### src/rtl/hdc_pkg.sv
// hdc_pkg: shared states, LFSR taps/seed and tap lookup for the HDC encoder
package hdc_pkg;
    typedef enum logic [2:0] {
        IDLE, READ, WAIT_DATA, BUNDLE, WAIT_DONE, WRITE, FINISH
    } bundler_ctrl_state_e;
    localparam logic [63:0] LFSR_SEED    = 64'hACE1_0000_0000_ACE1;
    localparam logic [31:0] LFSR_TAPS_32 = 32'h8020_0003;
    localparam logic [63:0] LFSR_TAPS_64 = 64'hD800_0000_0000_0000;
    function automatic logic [63:0] lfsr_taps(input int width);
        return width == 64 ? LFSR_TAPS_64 : {32'd0, LFSR_TAPS_32};
    endfunction
endpackage

### src/rtl/lfsr_tie_gen.sv
// lfsr_tie_gen: maximal-length Galois LFSR (WIDTH 32 or 64) supplying bundler tie bits
module lfsr_tie_gen
    import hdc_pkg::*;
#(
    parameter int WIDTH = 64
) (
    input  logic             clk,
    input  logic             rst,
    input  logic             step,
    output logic [WIDTH-1:0] value
);
    localparam logic [WIDTH-1:0] TAPS = WIDTH'(lfsr_taps(WIDTH));
    localparam logic [WIDTH-1:0] SEED = WIDTH'(LFSR_SEED);
    // right-shifting Galois step on request; only reset restores the seed
    always_ff @(posedge clk)
        if (rst) value <= SEED;
        else if (step) value <= (value >> 1) ^ (value[0] ? TAPS : '0);
endmodule

### src/rtl/bundler_ctrl.sv
// bundler_ctrl: sequences a LANES-wide bundler bank over a DIM-bit hypervector (LFSR ties under BUNDLER_CTRL_LFSR_TIE_EN)
module bundler_ctrl
    import hdc_pkg::*;
#(
    parameter int NUM_HVS = 6,
    parameter int DIM     = 1024,
    parameter int LANES   = 32,
    localparam int BEATS  = DIM / LANES,
    localparam int AW     = BEATS > 1 ? $clog2(BEATS) : 1
) (
    input  logic                     clk,
    input  logic                     rst,
    input  logic                     start,
    output logic                     busy,
    output logic                     done,
    output logic                     mem_rd_en,
    output logic [AW-1:0]            mem_addr,
    input  logic [NUM_HVS*LANES-1:0] mem_rd_data,
    output logic                     bnd_en,
    output logic [NUM_HVS*LANES-1:0] bnd_bits,
    output logic [LANES-1:0]         bnd_tie_1,
    output logic [LANES-1:0]         bnd_tie_2,
    input  logic                     bnd_done,
    input  logic [LANES-1:0]         bnd_out,
    output logic                     out_we,
    output logic [AW-1:0]            out_addr,
    output logic [LANES-1:0]         out_data
);
    bundler_ctrl_state_e state, state_n;
    logic [AW-1:0] beat;
    logic [LANES-1:0] tie_1_n, tie_2_n;
    logic last;
    assign last = beat == AW'(BEATS - 1);
    assign mem_addr = beat;
    assign out_addr = beat;
`ifdef BUNDLER_CTRL_LFSR_TIE_EN
    logic [2*LANES-1:0] lfsr_value;
    if (NUM_HVS % 2 == 0) begin : g_lfsr
        lfsr_tie_gen #(.WIDTH(2 * LANES)) u_lfsr (
            .clk  (clk),
            .rst  (rst),
            .step (state == WAIT_DATA),
            .value(lfsr_value)
        );
    end else begin : g_no_lfsr
        assign lfsr_value = '0;
    end
    assign {tie_2_n, tie_1_n} = lfsr_value;
`else
    assign tie_1_n = NUM_HVS % 2 == 0 ? {LANES/2{2'b01}} : '0;
    assign tie_2_n = NUM_HVS % 2 == 0 ? ~{LANES/2{2'b01}} : '0;
`endif
    // state register
    always_ff @(posedge clk)
        if (rst) state <= IDLE;
        else state <= state_n;
    // next state and per-state strobes
    always_comb begin
        state_n   = state;
        busy      = 1'b0;
        done      = 1'b0;
        mem_rd_en = 1'b0;
        bnd_en    = 1'b0;
        out_we    = 1'b0;
        case (state)
            IDLE:      state_n = start ? READ : IDLE;
            READ:      begin busy = 1'b1; mem_rd_en = 1'b1; state_n = WAIT_DATA; end
            WAIT_DATA: begin busy = 1'b1; state_n = BUNDLE; end
            BUNDLE:    begin busy = 1'b1; bnd_en = 1'b1; state_n = WAIT_DONE; end
            WAIT_DONE: begin busy = 1'b1; state_n = bnd_done ? WRITE : WAIT_DONE; end
            WRITE:     begin busy = 1'b1; out_we = 1'b1; state_n = last ? FINISH : READ; end
            FINISH:    begin done = 1'b1; state_n = IDLE; end
            default:   state_n = IDLE;
        endcase
    end
    // beat counter, slice/tie capture and bundled-result capture
    always_ff @(posedge clk)
        if (rst) begin
            beat      <= '0;
            bnd_bits  <= '0;
            bnd_tie_1 <= '0;
            bnd_tie_2 <= '0;
            out_data  <= '0;
        end else begin
            if (state == WRITE && !last) beat <= beat + 1'b1;
            if (state == FINISH) beat <= '0;
            if (state == WAIT_DATA) begin
                bnd_bits  <= mem_rd_data;
                bnd_tie_1 <= tie_1_n;
                bnd_tie_2 <= tie_2_n;
            end
            if (state == WAIT_DONE && bnd_done) out_data <= bnd_out;
        end
endmodule
### config.mk
export PLATFORM = sky130hd
export DESIGN_NAME = bundler_ctrl
export DESIGN_NICKNAME = d
export VERILOG_FILES = /design/src/rtl/hdc_pkg.sv /design/src/rtl/lfsr_tie_gen.sv /design/src/rtl/bundler_ctrl.sv
export SDC_FILE = /design/constraint.sdc
export NUM_CORES = 1
export LEC_CHECK = 0
export BUFFER_PORTS_ARGS = -buffer_cell sky130_fd_sc_hd__buf_2
export CAP_MARGIN = 20
export CORE_AREA = 2 2 206 208
export CTS_CLUSTER_SIZE = 20
export DETAILED_ROUTE_END_ITERATION = 10
export DIE_AREA = 0 0 208 210
export GPL_ROUTABILITY_DRIVEN = 0
export GPL_TIMING_DRIVEN = 0
export SYNTH_ARGS = -nofsm -noshare
export SYNTH_HDL_FRONTEND = slang
export SYNTH_HIERARCHICAL = 1
export SYNTH_SLANG_ARGS = --single-unit
### constraint.sdc
create_clock -name clk -period 2.1 [get_ports clk]
set_clock_uncertainty 0.05 [all_clocks]
set_input_delay 0.105 -clock clk [delete_from_list [all_inputs] [get_ports clk]]
set_output_delay 0.105 -clock clk [all_outputs]
set_load 0.03 [all_outputs]
=== Word level (Yosys, flattened, before mapping) ===
Index checks and enable logic that the tools add are counted.

* Bits in registers: 233
* Input bits: 228
* Output and inout port bits: 303
* Logic and storage cells: 28

* $add $sub $neg: 1
* Equality and inequality tests: 7
* Mux-type cells: 9
* Reduce and logical (&&, ||, !) cells: 6

{| class="wikitable"
|+ Operators with widths
! cell !! count
|-
| 3-bit case mux with 6 select lines || 1
|-
| 3-bit equality test (second input constant) || 3
|-
| 1-bit two-way mux || 7
|-
| 3-bit by 2-bit equality test with 1-bit output (second input constant) || 2
|-
| 5-bit by 1-bit adder with 5-bit output (second input constant) || 1
|-
| 5-bit equality test (second input constant) || 1
|-
| 5-bit OR reduction || 1
|-
| 3-bit by 1-bit equality test with 1-bit output (second input constant) || 1
|-
| 3-bit zero test || 1
|-
| 3-bit two-way mux || 1
|-
| 1-bit logical AND || 2
|-
| 2-bit OR reduction || 1
|-
| 1-bit zero test || 1
|}

=== Logic depth before layout (Yosys ltp) ===
Gate-level depths: netlist (run 1).

* Depth after elaboration: 3
* Mapped depth: 6
* Depth with buffers taken out: 6

=== Least setup slack after synthesis (run 1) ===
No wires, ideal clock.

* Path type: reg-to-reg
* From: register beat[0] (netlist: mem_addr[0])
* To: register beat[3] (netlist: mem_addr[3])
* Library setup time: 0.070 ns
* Data arrival time: 1.800 ns
* Required time: 1.980 ns
* Slack: 0.180 ns
* Stages on the path, launching flop included: 7
* Buffers on the path: 0
* Clock period less this slack: 1.920 ns
* Path through: dfxtp_1 -> ha_1 -> and3_1 -> ha_1 -> nand4bb_1 -> or3_1 -> a21oi_1

* Word-level cells in the longest chain between the ends: 3
* Elaborated cells on any way between the ends: 4
* Those cells by class: 1 x add/sub; 1 x eq/ne; 2 x reduce/logical

{| class="wikitable"
|+ RTL lines
! item !! RTL line !! text
|-
| start, declared || bundler_ctrl.sv:30 || <nowiki>logic [AW-1:0] beat;</nowiki>
|-
| start signal, assigned || bundler_ctrl.sv:85 || <nowiki>if (state == WRITE && !last) beat <= beat + 1'b1;</nowiki>
|-
| branches (longest 3 deep; another with 5-bit by 1-bit adder with 5-bit output) || -- ||
|}

Several ways; the timed one is not identified.
A chain may end at the register's enable or synchronous reset.

=== Final worst setup path (run 1) ===
* From: register state[1]
* To: output port bnd_en

* Word-level cells in the longest chain between the ends: 2

{| class="wikitable"
|+ RTL lines
! item !! RTL line !! text
|-
| start, declared || bundler_ctrl.sv:29 || <nowiki>bundler_ctrl_state_e state, state_n;</nowiki>
|-
| start signal, assigned || bundler_ctrl.sv:56 || <nowiki>else state <= state_n;</nowiki>
|-
| 3-bit by 2-bit equality test with 1-bit output || bundler_ctrl.sv:65 || <nowiki>case (state)</nowiki>
|-
| 1-bit two-way mux || bundler_ctrl.sv:65 ||
|-
| end, declared || bundler_ctrl.sv:19 || <nowiki>output logic bnd_en,</nowiki>
|}

No other way between the ends.

==> impl_metrics.yaml, run 1 <==
flow_run:
  max-cap-violations: 0
clock_network:
  cts_tree: "yes"
  cts-root-buf: "clkbuf_16"
  insertion_delay_ns: 0.54
  cts_inserted_buffers: 27
  cts_sinks: 233
  clk_pin_slew_worst_paths_ns: 0.06
  clockBufferDepth: 3
  cts.htree.levels: 1
route:
  dr_total_vias: 10110
  drtIter0Drc: 427
  viasPerCell: 4.138
  drc: 0
  finalWirelength_um: 35110
  wl_per_cell_um: 14.37
  firstDrtPassIters: 5
  postRouteAntennaNets: 0
grt:
  grt_pass1_wl_um: 54020
  grt_pass1_vias: 10330
  antenna_found_initial: 0
  track_usage_pct: 15.22
  grt_max_degree: 34
  grt.overflow.total: 0
synth:
  synthTopCellsByCount: "nand2_1, dfxtp_1, a21oi_1"
  async_flop_share_pct: 0
  yosysMostFrequentCell: "nand2_1"
  yosys-top-cells-area: "dfxtp_1, nand2_1, a21oi_1, buf_4, buf_2"
  synth_ff_type: "dfxtp_1"
  syn_area_per_cell_sq_um: 7.869
  postSynthCellCount: 1101
  ys_ff_latch: 233
  yosys_warnings: 6
  ys_seq_area_share_pct: 53.84
  synth_top_area_share_pct: 53.84
  synth_cell_types: 28
  synth_top_cell_by_area: "dfxtp_1"
  synth-edff-count: 0
  syn_area_sq_um: 8663
critical_path:
  slowest_delay_ns: 0.40
  critPathRequiredTime_ns: 1.95
  worstSetupPathType: "reg2out"
  worst_setup_path_start_kind: "register"
  worstPathCellList: "buf_1 > nand2_1 > nor2_1 > buf_2"
  endpoint_kind: "primary output"
  worstPathMaxFanout: 10
  arrival_ns: 1.81
  cp_top_family: "buffers and inverters"
  path_depth: 4
  slowest_stage: "dfxtp_1"
  cp.buffers_inverters: 2
  r2r_cells: 6
floorplanning:
  die-area_sq_um: 43680
  io_pins: 531
  die_width_um: 208
  start_util_pct: 20.89
  core_area_sq_um: 41480
  die_h_um: 210
  num_rows: 75
placement:
  io_buffers: 498
  dp_slack_ns: 0.005006
  place_area_sq_um: 11950
  hpwl_um: 25300
  dp.cells: 2169
timing:
  whs_ns: 0.09539
  timing.fmax_mhz: 509.4
  finalSetupTns_ns: 0
  period_share_pct: 93.48
  finalCriticalPeriod_ns: 1.963
  tightest_slew_ns: 0.8692
  finalHoldViolations: 0
  slew-limit-headroom_pct: 42.05
  slew_violations: 0
  fin_ws_ns: 0.1369
  setup-violations-final: 0
power_and_ir_drop:
  switching_share_pct: 31.70
  pwr-share-seq_pct: 40.1
  ir_drop_mv: 0.6368
  p_int_mw: 8.348
  power_density_nw_per_um2: 811.9
  leakage_nw: 7.009
  p_sw_mw: 3.875
  finalPower_mw: 12.22
  combPwrFrac_pct: 24.1
  power.share.clock_pct: 35.8
min_path:
  hold_path_depth: 5
  hp-class: "in2reg"
finish:
  diodes: 0
  area_growth_pct: 73.77
  utilization_pct: 36.30
  drive_above_1_share_pct: 34.77
  design_area_sq_um: 15050
  instances_no_fill: 2443
  n_fill_cell: 4179
  nets: 2116
status:
  outcome: "complete, no violations"
## worst paths after layout
path / start / to / slack (ns)
setup / recovery: state[1] / bnd_en / 0.14
setup reg to reg: mem_addr[1] / mem_addr[3] / 0.14
hold reg to reg: bnd_bits[110] / bnd_bits[110] / 0.40
hold / removal: bnd_done / out_data[0] / 0.1
## area by class of cell
type / instances / area [sq um] / share of cell area, %
Timing Repair Buffer: 725 / 4765 / 31.65
Sequential cell: 233 / 4671 / 31.03
Clock buffer: 38 / 767.0 / 5.095
Tap cell: 539 / 674.4 / 4.480
Buffer: 146 / 882.1 / 5.859
Multi-Input combinational cell: 752 / 3241 / 21.53
Inverter: 1 / 3.754 / 0.02493
Clock inverter: 9 / 51.30 / 0.3408
## state kept, by name (all words and copies together), names as in the netlist
| register | flops |
|---|---|
| state | 3 |
| bnd_tie_1 | 1 |
| out_data | 32 |
| bnd_bits | 192 |
| mem_addr | 5 |
## cell families (layout without fill, tap and decap cells)
family	count (synthesis)	after routing	share of synthesized area [%]
flip-flops	233	233	53.84
AO/OA/AOI/OAI	237	237	13.82
XOR/XNOR	2	2	0.2022
AND/OR/NAND/NOR	479	479	21.59
other	1	32	0.04329
adder cells (fa/ha/maj)	2	2	0.2888
buffers and inverters	147	919	10.21
## cell usage in the layout, fill, tap and decap left out, types with 5 or more instances in the layout
cell type,count
dlygate4sd3_1,227
clkbuf_1,35
buf_4,68
dfxtp_1,230
buf_2,542
nand2_1,455
clkbuf_8,5
a21oi_1,230
clkinv_2,7
nor2_1,7
clkbuf_16,27
conb_1,32
## power by group through the flow
stage / clock (mW) / sequential [mW] / combinational [mW]
floorplan: 0 / 5.54 / 1.13
global placement: 0 / 4.98 / 2.58
detailed placement: 0 / 4.99 / 2.61
CTS: 4.48 / 4.90 / 2.94
global route: 4.65 / 4.94 / 3.18
finish: 4.37 / 4.90 / 2.95
## metal layers
layer | global-route usage [%] | up-vias | part of all wire, %
met5 | 0 | - | 0
met4 | 7.019 | 0 | 4.2
met3 | 3.382 | 79 | 6.9
met2 | 27.51 | 434 | 49
met1 | 17.02 | 4598 | 40
li1 | - | 4997 | -
## repair_timing
action,CTS,global route
buffers inserted,0,0
setup endpoints to repair,31,5
hold endpoints to repair,230,0
hold buffers,227,0
resized for setup,1,9
## worst reg2reg max path, delay by kind of cell, from the launching register on
family                   cells  cell delay (ns)
AO/OA/AOI/OAI                1             0.16
AND/OR/NAND/NOR              3             0.92
flip-flops                   1             0.37
adder cells (fa/ha/maj)      2             0.39
(Power assumes the default switching activity.)
==> run 2: changes to the inputs <==
CELL_PAD_IN_SITES_DETAIL_PLACEMENT = 1   (was default)
CELL_PAD_IN_SITES_GLOBAL_PLACEMENT = 1   (was default)
CORE_AREA = 2 2 209 211   (was 2 2 206 208)
DIE_AREA = 0 0 211 213   (was 0 0 208 210)
PLACE_DENSITY_LB_ADDON = 0.1   (was default)
clock period = 1.7 ns   (was 2.1 ns; I/O delays follow)
==> run 2 against run 1 <==
Design area up 2.9%. Utilization about the same. Global-route usage up 2.0 points. Non-clock buffer count up 11. Largest cell class unchanged. Highest routed layer unchanged.
==> impl_metrics.yaml, run 2 (same netlist as run 1, synthesis figures left out) <==
finish:
  area_growth_pct: 78.84
  largest_reg_flops: 192
  nets: 2129
  drive_above_1_share_pct: 35.99
  regMostFlops: "bnd_bits"
  utilization_pct: 36.29
  design_area_sq_um: 15490
  final_common_cell: "buf_2"
  final_cell_mix: "buf_2, nand2_1, a21oi_1"
grt:
  grt_pass1_vias: 10330
  grt_max_degree: 34
  grt_pass1_wl_um: 60050
  track_usage_pct: 17.18
  antenna_found_initial: 2
  grt.overflow.total: 0
critical_path:
  r2r_cells: 6
  cp.buffers_inverters: 0
  endpoint_kind: "register"
  slowest_stage: "or3_4"
  critPathMostFrequentCell: "ha_4"
  rrSetupSlack_ns: 0.02
  critPathCapture: "mem_addr[2]"
  worstSetupPathType: "reg2reg"
  path_depth: 6
  r2r-start: "mem_addr[0]"
  startpoint: "mem_addr[0]"
  cp_top_family: "simple AND/OR/NAND/NOR gates"
  slowest_delay_ns: 0.39
  worst_setup_path_start_kind: "register"
  critPathRequiredTime_ns: 2.14
  worstPathCellList: "ha_4 > and3_4 > ha_4 > nand4bb_4 > or3_4 > a21oi_2"
  r2r-end: "mem_addr[2]"
  arrival_ns: 2.11
  worstPathMaxFanout: 5
timing:
  slew-limit-headroom_pct: 47.61
  setup-violations-final: 0
  tightest_slew_ns: 0.7859
  period_share_pct: 98.66
  rsz0062_at_grt: "true"
  slew_violations: 0
  finalCriticalPeriod_ns: 1.677
  timing.fmax_mhz: 596.2
  finalHoldViolations: 0
  whs_ns: 0.1152
clock_network:
  cts-root-buf: "clkbuf_16"
  insertion_delay_ns: 0.55
  clk_pin_slew_worst_paths_ns: 0.06
  cts_sinks: 233
  cts.htree.levels: 1
  clockBufferDepth: 3
  cts_tree: "yes"
  cts_inserted_buffers: 29
power_and_ir_drop:
  power_density_nw_per_um2: 1055
  leakage_nw: 7.169
  ir_drop_mv: 0.6123
floorplanning:
  start_util_pct: 20.29
  die-area_sq_um: 44940
  io_pins: 531
  num_rows: 76
  die_h_um: 213
  die_width_um: 211
  core_area_sq_um: 42700
route:
  dr_total_vias: 9972
  drtIter0Drc: 354
  firstDrtPassIters: 4
  wl_per_cell_um: 16.45
  drc: 0
  finalWirelength_um: 40590
  postRouteAntennaNets: 0
  viasPerCell: 4.041
placement:
  hpwl_um: 30020
  place_area_sq_um: 11980
  io_buffers: 498
status:
  outcome: "complete, no violations"
flow_run:
  max-cap-violations: 0
min_path:
  hp-class: "in2reg"
[run 2: cell count changes in the layout (fill, tap and decap cells not counted), moves of 5 or more]
cell      change
clkbuf_4      +6
buf_6         +5
buf_4        +15
buf_2        -14
[run 2: tightest hold or removal path, stage by stage]
cell	delay (ns)
buf_2	0.13
clkbuf_1	0.28
a21oi_1	0.19
[run 2: metal layers]
layer  routed length (um)  vias up  track usage (%)
met3                 3178       50            5.707
met1                16580     4579            20.01
met5                    0        -                0
met2                19830      314            30.17
met4                 1007        0            4.541
li1                     -     5029                -
[run 2: area by class of cell]
cell class              count  area, sq um
flip-flops and latches    233         4684
fillers                  5213        27200
clock buffers              43        858.3
clock inverters             9        145.1
multi-input cells         752         3318
diodes                      2        5.005
well taps                 546        683.2
plain buffers             146        933.4
inverters                   1        3.754
repair buffers            736         4862
[run 2: repair_timing]
action | in CTS | in global routing
hold buffers | 227 | 0
pin swaps | 2 | 6
endpoints found under the setup margin | 218 | 190
buffers inserted | 8 | 2
gates resized for setup | 24 | 26
gates cloned | 0 | 1
hold endpoints to repair | 230 | 0
[run 2: metrics by stage]
step	std cells	TNS, ns	setup slack [ns]	total power [mW]
global route	2468	-0.5640	-0.04255	17.16
finish	2468	0	0.02275	16.34
CTS	2463	0	0.005712	16.60
floorplan	1132	0	0.03448	8.244
detailed placement	2176	-13.20	-0.1939	9.487
global placement	2176	-11.43	-0.1562	9.452
[run 2: how the worst min path moves through the flow]
| stage | startpoint | to | cells past startpoint |
|---|---|---|---|
| after global placement | bnd_out[7] | out_data[7] | 3 |
| after floorplan | mem_rd_data[171] | bnd_bits[171] | 2 |
| final | rst | bnd_bits[175] | 3 |
| after CTS | rst | bnd_bits[175] | 3 |
| after detailed placement | mem_rd_data[159] | bnd_bits[159] | 3 |
| after global routing | rst | bnd_bits[177] | 3 |
[run 2: power by group]
part | internal [mW] | switching (mW) | total, mW | leakage [nW]
clock | 4.06 | 2.47 | 6.53 | 0.498
sequential | 5.83 | 0.217 | 6.05 | 1.89
combinational | 1.41 | 2.35 | 3.76 | 4.78
total | 11.3 | 5.04 | 16.3 | 7.17
